--- config.mk ---
export PLATFORM = sky130hd
export DESIGN_NAME = sub_seq_4
export DESIGN_NICKNAME = d
export VERILOG_FILES = /design/src/rtl/sub_seq_pkg.sv /design/src/rtl/sub_slice_4.sv /design/src/rtl/sub_seq_4.sv
export SDC_FILE = /design/constraint.sdc
export NUM_CORES = 1
export LEC_CHECK = 0
export BUFFER_PORTS_ARGS = -buffer_cell sky130_fd_sc_hd__buf_2
export CORE_MARGIN = 5
export CORE_UTILIZATION = 35
export CTS_CLUSTER_SIZE = 25
export DETAILED_ROUTE_END_ITERATION = 6
export GPL_TIMING_DRIVEN = 0
export HOLD_SLACK_MARGIN = 0.12
export PLACE_DENSITY = 0.66
export SLEW_MARGIN = 10
export SYNTH_ARGS = -nofsm -noshare
export SYNTH_HDL_FRONTEND = slang
export SYNTH_SLANG_ARGS = --single-unit
--- constraint.sdc ---
create_clock -name clk -period 5.9 [get_ports clk]
set_input_delay 0.885 -clock clk [delete_from_list [all_inputs] [get_ports clk]]
set_output_delay 0.885 -clock clk [all_outputs]
set_load 0.05 [all_outputs]
--- src/rtl/sub_seq_pkg.sv ---
// Shared definitions for the sequential slice subtractor.
// Holds the FSM state encoding and the slice width.
package sub_seq_pkg;

   localparam int unsigned SLICE_W = 4;

   typedef enum logic [1:0] {
      S_IDLE = 2'd0,
      S_RUN  = 2'd1,
      S_DONE = 2'd2
   } state_e;

endpackage

--- src/rtl/sub_slice_4.sv ---
// Combinational 4-bit slice of a - b, computed as a + ~b + cin with lookahead.
// Ports:
//   a4   : minuend slice
//   nb4  : inverted subtrahend slice
//   cin  : carry into bit 0 (1 = no borrow in)
//   d4   : difference slice
//   cout : carry out of bit 3 (0 = borrow out)
//   c3   : carry into bit 3, used for signed overflow on the top slice
module sub_slice_4
   import sub_seq_pkg::*;
(
   input  logic [SLICE_W-1:0] a4,
   input  logic [SLICE_W-1:0] nb4,
   input  logic               cin,
   output logic [SLICE_W-1:0] d4,
   output logic               cout,
   output logic               c3
);

   logic [SLICE_W-1:0] g;
   logic [SLICE_W-1:0] p;
   logic [SLICE_W:0]   c;

   assign g = a4 & nb4;
   assign p = a4 ^ nb4;

   // Flattened lookahead carries
   assign c[0] = cin;
   assign c[1] = g[0] | (p[0] & cin);
   assign c[2] = g[1] | (p[1] & g[0]) | (p[1] & p[0] & cin);
   assign c[3] = g[2] | (p[2] & g[1]) | (p[2] & p[1] & g[0])
               | (p[2] & p[1] & p[0] & cin);
   assign c[4] = g[3] | (p[3] & g[2]) | (p[3] & p[2] & g[1])
               | (p[3] & p[2] & p[1] & g[0])
               | (p[3] & p[2] & p[1] & p[0] & cin);

   assign d4   = p ^ c[SLICE_W-1:0];
   assign cout = c[4];
   assign c3   = c[3];

endmodule

--- src/rtl/sub_seq_4.sv ---
// Multi-cycle WIDTH-bit subtractor: one 4-bit slice per clock, LSB slice first,
// with a registered carry chain between slices and valid/ready on both sides.
// Optional macro SUB_SEQ_OVF_EN adds the signed overflow output ovf.
// Ports:
//   clk, rst_n           : clock, async active-low reset
//   in_valid / in_ready  : operand handshake (in_ready high only in IDLE)
//   a, b                 : minuend, subtrahend
//   out_valid / out_ready: result handshake
//   diff                 : a - b mod 2^WIDTH
//   borrow               : unsigned a < b
//   ovf                  : signed overflow (SUB_SEQ_OVF_EN only)
module sub_seq_4
   import sub_seq_pkg::*;
#(
   parameter int unsigned WIDTH = 16
) (
   input  logic             clk,
   input  logic             rst_n,
   input  logic             in_valid,
   output logic             in_ready,
   input  logic [WIDTH-1:0] a,
   input  logic [WIDTH-1:0] b,
   output logic             out_valid,
   input  logic             out_ready,
   output logic [WIDTH-1:0] diff,
   output logic             borrow
`ifdef SUB_SEQ_OVF_EN
   ,
   output logic             ovf
`endif
);

   localparam int unsigned NSLICE = WIDTH / SLICE_W;
   localparam int unsigned CNT_W  = (NSLICE > 1) ? $clog2(NSLICE) : 1;
   localparam logic [CNT_W-1:0] LAST = CNT_W'(NSLICE - 1);

   state_e             state_q, state_d;
   logic [CNT_W-1:0]   cnt_q, cnt_d;
   logic               carry_q, carry_d;
   logic [WIDTH-1:0]   op_a_q, op_a_d;
   logic [WIDTH-1:0]   op_nb_q, op_nb_d;
   logic [WIDTH-1:0]   diff_q, diff_d;
   logic               borrow_q, borrow_d;
   logic               out_valid_q, out_valid_d;
`ifdef SUB_SEQ_OVF_EN
   logic               ovf_q, ovf_d;
`endif

   logic [SLICE_W-1:0] sl_a, sl_nb, sl_d;
   logic               sl_cout, sl_c3;

   // Select the operand slice addressed by cnt
   always_comb begin
      sl_a  = '0;
      sl_nb = '0;
      for (int unsigned i = 0; i < NSLICE; i++) begin
         if (cnt_q == CNT_W'(i)) begin
            sl_a  = op_a_q[i*SLICE_W +: SLICE_W];
            sl_nb = op_nb_q[i*SLICE_W +: SLICE_W];
         end
      end
   end

   sub_slice_4 u_slice (
      .a4   (sl_a),
      .nb4  (sl_nb),
      .cin  (carry_q),
      .d4   (sl_d),
      .cout (sl_cout),
      .c3   (sl_c3)
   );

`ifndef SUB_SEQ_OVF_EN
   logic unused_c3;
   assign unused_c3 = sl_c3;
`endif

   // Next-state and datapath update
   always_comb begin
      state_d     = state_q;
      cnt_d       = cnt_q;
      carry_d     = carry_q;
      op_a_d      = op_a_q;
      op_nb_d     = op_nb_q;
      diff_d      = diff_q;
      borrow_d    = borrow_q;
      out_valid_d = out_valid_q;
`ifdef SUB_SEQ_OVF_EN
      ovf_d       = ovf_q;
`endif
      case (state_q)
         S_IDLE: begin
            if (in_valid) begin
               op_a_d  = a;
               op_nb_d = ~b;
               carry_d = 1'b1;
               cnt_d   = '0;
               state_d = S_RUN;
            end
         end
         S_RUN: begin
            for (int unsigned i = 0; i < NSLICE; i++) begin
               if (cnt_q == CNT_W'(i)) begin
                  diff_d[i*SLICE_W +: SLICE_W] = sl_d;
               end
            end
            carry_d = sl_cout;
            if (cnt_q == LAST) begin
               state_d     = S_DONE;
               out_valid_d = 1'b1;
               borrow_d    = ~sl_cout;
`ifdef SUB_SEQ_OVF_EN
               ovf_d       = sl_c3 ^ sl_cout;
`endif
            end else begin
               cnt_d = cnt_q + CNT_W'(1);
            end
         end
         S_DONE: begin
            if (out_ready) begin
               state_d     = S_IDLE;
               out_valid_d = 1'b0;
            end
         end
         default: state_d = S_IDLE;
      endcase
   end

   always_ff @(posedge clk or negedge rst_n) begin
      if (!rst_n) begin
         state_q     <= S_IDLE;
         cnt_q       <= '0;
         carry_q     <= 1'b1;
         op_a_q      <= '0;
         op_nb_q     <= '0;
         diff_q      <= '0;
         borrow_q    <= 1'b0;
         out_valid_q <= 1'b0;
`ifdef SUB_SEQ_OVF_EN
         ovf_q       <= 1'b0;
`endif
      end else begin
         state_q     <= state_d;
         cnt_q       <= cnt_d;
         carry_q     <= carry_d;
         op_a_q      <= op_a_d;
         op_nb_q     <= op_nb_d;
         diff_q      <= diff_d;
         borrow_q    <= borrow_d;
         out_valid_q <= out_valid_d;
`ifdef SUB_SEQ_OVF_EN
         ovf_q       <= ovf_d;
`endif
      end
   end

   assign in_ready  = (state_q == S_IDLE);
   assign out_valid = out_valid_q;
   assign diff      = diff_q;
   assign borrow    = borrow_q;
`ifdef SUB_SEQ_OVF_EN
   assign ovf       = ovf_q;
`endif

endmodule

Word-level counts from Yosys, hierarchy flattened
Index checks and enable logic that the tools add are counted.

Bits in latches: 0. Memories kept: 0. Output and inout port bits: 19. Bits in writable memories: 0. Memory bits (read-only): 0. Word-level logic and storage cells: 85. Bits of input ports: 36. Flip-flop bits (word level): 55.

Shifts and indexed selects: 0. Multiplexer cells: 20. Eq/ne operators: 9. $mul: 0. Order comparisons: 0. Reduce and logical (&&, ||, !) cells: 13. Div/mod/pow operators: 0. Add/sub/neg operators: 1. Bitwise gates (word level): 31.

Operator list (count): $mux 4 (8); $and 1x1->1 (16); $not 16->16 (1); $reduce_and 2->1 (6); $mux 2 (5); $or 1x1->1 (10); $reduce_and 3->1 (3); $ne 2x2->1 const B (4); $xor 4x4->4 (2); $eq 2x2->1 const B (3); $pmux 2 s3 (1); $and 4x4->4 (1); $eq 2x1->1 const B (2); $logic_not 2->1 (2); $pmux 1 s2 (2); $pmux 2 s2 (1); $reduce_bool 2->1 (2); $mux 1 (3); $add 2x1->2 const B (1); $not 1->1 (1).

Logic depth before layout (Yosys ltp)
Word-level depth: 12. Mapped depth: 12. Gate-level depth less buffers: 11.

Cells and area by module
From an unflattened synthesis, not the netlist that was laid out.

Cell total of the unflattened synthesis: 214. Area total of the unflattened synthesis: 2593.7 sq um.

Modules (own cells, without submodules): sub_seq_4 (seq. area each 1377.6 sq um, cells each 196, instances 1, area an instance 2438.6 sq um); sub_slice_4 (seq. area each 0.0 sq um, cells each 18, instances 1, area an instance 155.1 sq um).

Worst setup path after synthesis
OpenSTA, ideal clock, no wires.

Path type: flip-flop to flip-flop. Start point: reg cnt_q[0]. End point: reg carry_q. Data required time: 5817 ps. Buffers on the path: 1. Library setup time: 83 ps. Cell stages (with the launch flop): 13. Arrival: 2383 ps. Period minus slack after synthesis: 2466 ps. Path slack: 3434 ps. Cells stage by stage: dfrtp_1 inv_1 ha_1 clkbuf_1 nand3b_1 a21oi_1 a21oi_1 o21ai_0 ha_1 a41oi_1 o21ai_1 and2_1 o32a_1.

Longest elaborated chain between the ends: 12. Elaborated cells on any way between the ends: 26. Classes of those cells: eq/ne (3); mux (9); bitwise (13); reduce/logical (1).

Ends and longest elaborated chain: start: declaration (RTL line sub_seq_4.sv:38) `logic [CNT_W-1:0] cnt_q, cnt_d;`; start signal: assignment (RTL line sub_seq_4.sv:144) `cnt_q <= cnt_d;`; $logic_not 2->1 (RTL line sub_seq_4.sv:57) `if (cnt_q == CNT_W'(i)) begin`; $mux 4 (4 in series) (RTL line sub_seq_4.sv:57); $xor 4x4->4 / $and 4x4->4 (equally long branches) (RTL line sub_slice_4.sv:25, sub_slice_4.sv:24); $and 1x1->1, on equally long branches (RTL line sub_slice_4.sv:33, sub_slice_4.sv:34, sub_slice_4.sv:35); $or 1x1->1, or another cell as far along (2 in series) (RTL line sub_slice_4.sv:33) `assign c[4] = g[3] | (p[3] & g[2]) | (p[3] & p[2] & g[1])`; $or 1x1->1 / $and 1x1->1 (equally long branches) (RTL line sub_slice_4.sv:34, sub_slice_4.sv:35); $or 1x1->1 (*) (RTL line sub_slice_4.sv:35) `| (p[3] & p[2] & p[1] & p[0] & cin);`; $pmux 1 s2 (*) (RTL line sub_seq_4.sv:91) `case (state_q)`; end signal: assignment (RTL line sub_seq_4.sv:145) `carry_q <= carry_d;`; end: declaration (RTL line sub_seq_4.sv:39) `logic carry_q, carry_d;`.

Mark *: on every way between the ends. The rest lies on a longest branch, timed or not. A chain may end at the register's enable or synchronous reset.

Worst setup path in the final report
Start point: reg cnt_q[0]. End point: reg diff_q[11], in the netlist diff[11].

Longest elaborated chain between the ends: 11. Elaborated cells on any way between the ends: 24. Classes of those cells: eq/ne (3); mux (8); bitwise (11); reduce/logical (2).

Ends and longest elaborated chain: $logic_not 2->1 (RTL line sub_seq_4.sv:57); $mux 4 (4 in series) (RTL line sub_seq_4.sv:57); $xor 4x4->4 / $and 4x4->4 (equally long branches) (RTL line sub_slice_4.sv:25, sub_slice_4.sv:24); $and 1x1->1, on equally long branches (RTL line sub_slice_4.sv:31, sub_slice_4.sv:32); $or 1x1->1, or another cell as far along (RTL line sub_slice_4.sv:31) `assign c[3] = g[2] | (p[2] & g[1]) | (p[2] & p[1] & g[0])`; $or 1x1->1 / $and 1x1->1 (equally long branches) (RTL line sub_slice_4.sv:31, sub_slice_4.sv:32); $or 1x1->1 (RTL line sub_slice_4.sv:32) `| (p[2] & p[1] & p[0] & cin);`; $xor 4x4->4 (RTL line sub_slice_4.sv:37) `assign d4 = p ^ c[SLICE_W-1:0];`; end signal: assignment (RTL line sub_seq_4.sv:148) `diff_q <= diff_d;`; end: declaration (RTL line sub_seq_4.sv:42) `logic [WIDTH-1:0] diff_q, diff_d;`.

Several ways; a longest one is shown, not always the timed one.

==> impl_metrics.tcl <==
set metrics [dict create \
    status "finished, final reports clean" \
    p_int_mw 1.03 \
    cts.clk_slew.worst_paths_ns 0.10 \
    syn_area_per_cell_sq_um 9.28 \
    m1WireLength_mm 2.42 \
    cp.arrival_ns 3.12 \
    coreArea_sq_um 6870 \
    start_util_pct 36.5 \
    p_clk_share_pct 12.8 \
    vias_per_cell 4.68 \
    die_y_microns 94.6 \
    rsz0062_at_grt "no" \
    overflow 0 \
    power_mw 1.95 \
    yosysTopAreaCell "dfrtp_1" \
    ant_nets 0 \
    die_w_microns 94.6 \
    p_sw_share_pct 46.9 \
    async_reset_ff_share_pct 100 \
    seq_area_frac_synth_pct 55.0 \
    crit_path_end_kind "flip-flop" \
    cp-endpoint "diff[11]$_DFFE_PN0P_" \
    area_growth_pct 20.1 \
    crit_chain "inv_1 > ha_1 > clkbuf_1 > buf_2 > a21oi_1 > o21ai_0 > ha_1 > a41oi_1 > o21ai_1 > xnor2_1 > o21ai_0" \
    multi_input_comb_area_sq_um 1040 \
    root_buffer "clkbuf_8" \
    fin_crit_sh_pct 49.8 \
    tns_ns 0 \
    drt-wirelength-per-cell_microns 13.1 \
    nFillCells 717 \
    clock_skew_ns 0.00926 \
    ys_warn_count 0 \
    hold_buffers 0 \
    clk_latency_ns 0.31 \
    r2r-start "cnt_q[0]$_DFFE_PN0P_" \
    path_max_fanout 10 \
    highest-signal-layer "met4" \
    pwr-share-seq_pct 34.2 \
    slowest_stage "dfrtp_1" \
    synth_cell_types 28 \
    slew_headroom_pct 54.6 \
    synth.area.top_cells "dfrtp_1 54%, nand2_1 15%, o21ai_0 6.4%, a21oi_1 4.0%, ha_1 4.0%" \
    syn_area_sq_um 2500 \
    slew_viol_final 0 \
    netlist_instances 270 \
    wl_met2_mm 2.71 \
    setup_ws_ns 2.96 \
    rrSetupSlack_ns 2.96 \
    num_rows 30 \
    tightest_slew_ns 0.681 \
    post-route-min-period_ns 2.94 \
    reg2reg_depth 11 \
    die_area_sq_um 8950 \
    drc_errors 0 \
    synth_most_common_cell "nand2_1" \
    power_frac_comb_pct 53.0 \
    first_iter_violations 118 \
    postCtsSetupBuffers 0 \
    leakagePower_nw 1.50 \
    grt_max_degree 56 \
    synth_top_area_share_pct 53.9 \
    p_switching_uw 913 \
    wl_mm 5.62 \
    startpoint "cnt_q[0]$_DFFE_PN0P_" \
    fin_nets 376 \
    grt_pass1_wl_mm 9.54 \
    ys.flop_type "dfrtp_1" \
    first_global_vias 2058 \
    cts_buffers 5 \
    setup_violations 0 \
    grt_usage_pct 13.7 \
    regArea_sq_um 1380 \
    drive_above_1_share_pct 24.1 \
    power_density_nw_per_um2 647 \
    antenna_found_initial 0 \
    num_antenna_cells 0 \
    fmax_mhz 341 \
    h-tree-depth 2 \
    startpoint_type "flip-flop" \
    clock_path_buffers 2 \
    synth.top_cells.by_count "98 x nand2_1, 54 x dfrtp_1, 32 x o21ai_0" \
    route.met3.wl_microns 424 \
    io_buffers 54 \
    cts_num_sinks 55 \
    vias 2005 \
    max-vdd-ir-drop_mv 0.162 \
    crit_type "reg -> reg" \
    cap_violations 0 \
    hold_viol_final 0 \
    first_pass_iters 4 \
    cp.required_ns 6.09 \
    synth_nets 315 \
    cts_resized 0 \
    hp-class "reg -> reg" \
    synth_edf_count 0 \
    place_congestion 0.778 \
    post-place-ws_ns 2.97 \
    cts_tree "built" \
    boundaryPins 55 \
    slowest_delay_ns 0.44 \
    timing.rr.end "diff[11]$_DFFE_PN0P_" \
    ys_ff_latch 55 \
    final_util_pct 43.8 \
    hpwl_mm 4.29 \
]
-- cell type report --
cell class / count / share of cell area [%]
timing repair buffer: 54 / 9.06
tap: 96 / 3.99
sequential: 55 / 45.8
inverter: 5 / 0.624
multi-input combinational: 197 / 34.6
buffer: 13 / 2.29
clock inverter: 2 / 1.29
clock buffer: 6 / 2.41
-- how the worst min path moves through the flow --
stage	end	start	slack [ns]	depth (start not counted)
finish	borrow$_DFFE_PN0P_	borrow$_DFFE_PN0P_	0.48	2
global placement	diff[15]$_DFFE_PN0P_	diff[15]$_DFFE_PN0P_	0.46	2
global route	op_a_q[7]$_DFFE_PN0P_	op_a_q[7]$_DFFE_PN0P_	0.50	2
CTS	diff[1]$_DFFE_PN0P_	diff[1]$_DFFE_PN0P_	0.49	2
detailed placement	diff[1]$_DFFE_PN0P_	diff[1]$_DFFE_PN0P_	0.47	2
floorplan	op_a_q[12]$_DFFE_PN0P_	op_a_q[12]$_DFFE_PN0P_	0.45	2
-- registers in the layout (all words and copies together), names as in the netlist --
register   cells
carry_q        1
borrow         1
out_valid      1
diff          16
op_nb_q       16
cnt_q          2
state_q        2
op_a_q        16
-- power by group through the flow --
stage          Combinational [mW]  Clock, mW  Sequential, mW
2_1_floorplan               0.604          0           0.832
3_3_place_gp                 1.02          0           0.668
3_5_place_dp                 1.04          0           0.676
4_1_cts                      1.05      0.258           0.668
5_1_grt                      1.16      0.273           0.690
6_report                     1.03      0.249           0.666
-- critical path: cells and delay by family (launching register included) --
kind / cells / cell delay, ns
AOI/OAI and AO/OA: 5 / 0.83
buffers and inverters: 3 / 0.74
adders and majority gates: 2 / 0.47
DFF: 1 / 0.44
xor gates and xnor gates: 1 / 0.34
-- logic make-up (layout without fill, tap and decap cells) --
logic type               Yosys count  after routing  synth area share (%)
XOR/XNOR                           3              3                  1.05
flip-flops                        55             55                  55.0
buffers and inverters             18             80                  3.50
adder cells (fa/ha/maj)            9              9                  4.80
AND/OR/NAND/NOR                  117            117                  19.9
multiplexers                       5              5                  2.40
AO/OA/AOI/OAI                     63             63                  13.4
-- routing by layer --
layer / up-vias / track usage, %
li1: 1012 / -
met1: 939 / 16.9
met2: 47 / 23.8
met3: 7 / 3.35
met4: 0 / 3.97
met5: - / 0
-- stage by stage --
step                hold WS [ns]  cells  instance area, sq um
floorplan                  0.446    270                  2500
global placement           0.456    420                  2900
detailed placement         0.466    420                  2900
CTS                        0.490    428                  3010
global route               0.503    428                  3010
finish                     0.483    428                  3010
-- layout by cell type, fill, tap and decap left out, types with 2 or more instances in the layout --
master    Yosys  final
a21oi_1      20     20
and2_1        2      2
buf_2         4     57
buf_4         4      5
clkbuf_1      5      6
clkbuf_8      0      5
dfrtp_1      54     54
ha_1          8      8
inv_1         5      5
mux2_2        4      4
nand2_1      98     98
nand3b_1      8      8
nor2_1        3      3
nor2_2        2      2
o21ai_0      32     32
o21ai_1       5      5
o31ai_1       2      2
xnor2_1       3      3
Note: power is estimated with default switching activity, not from simulation.
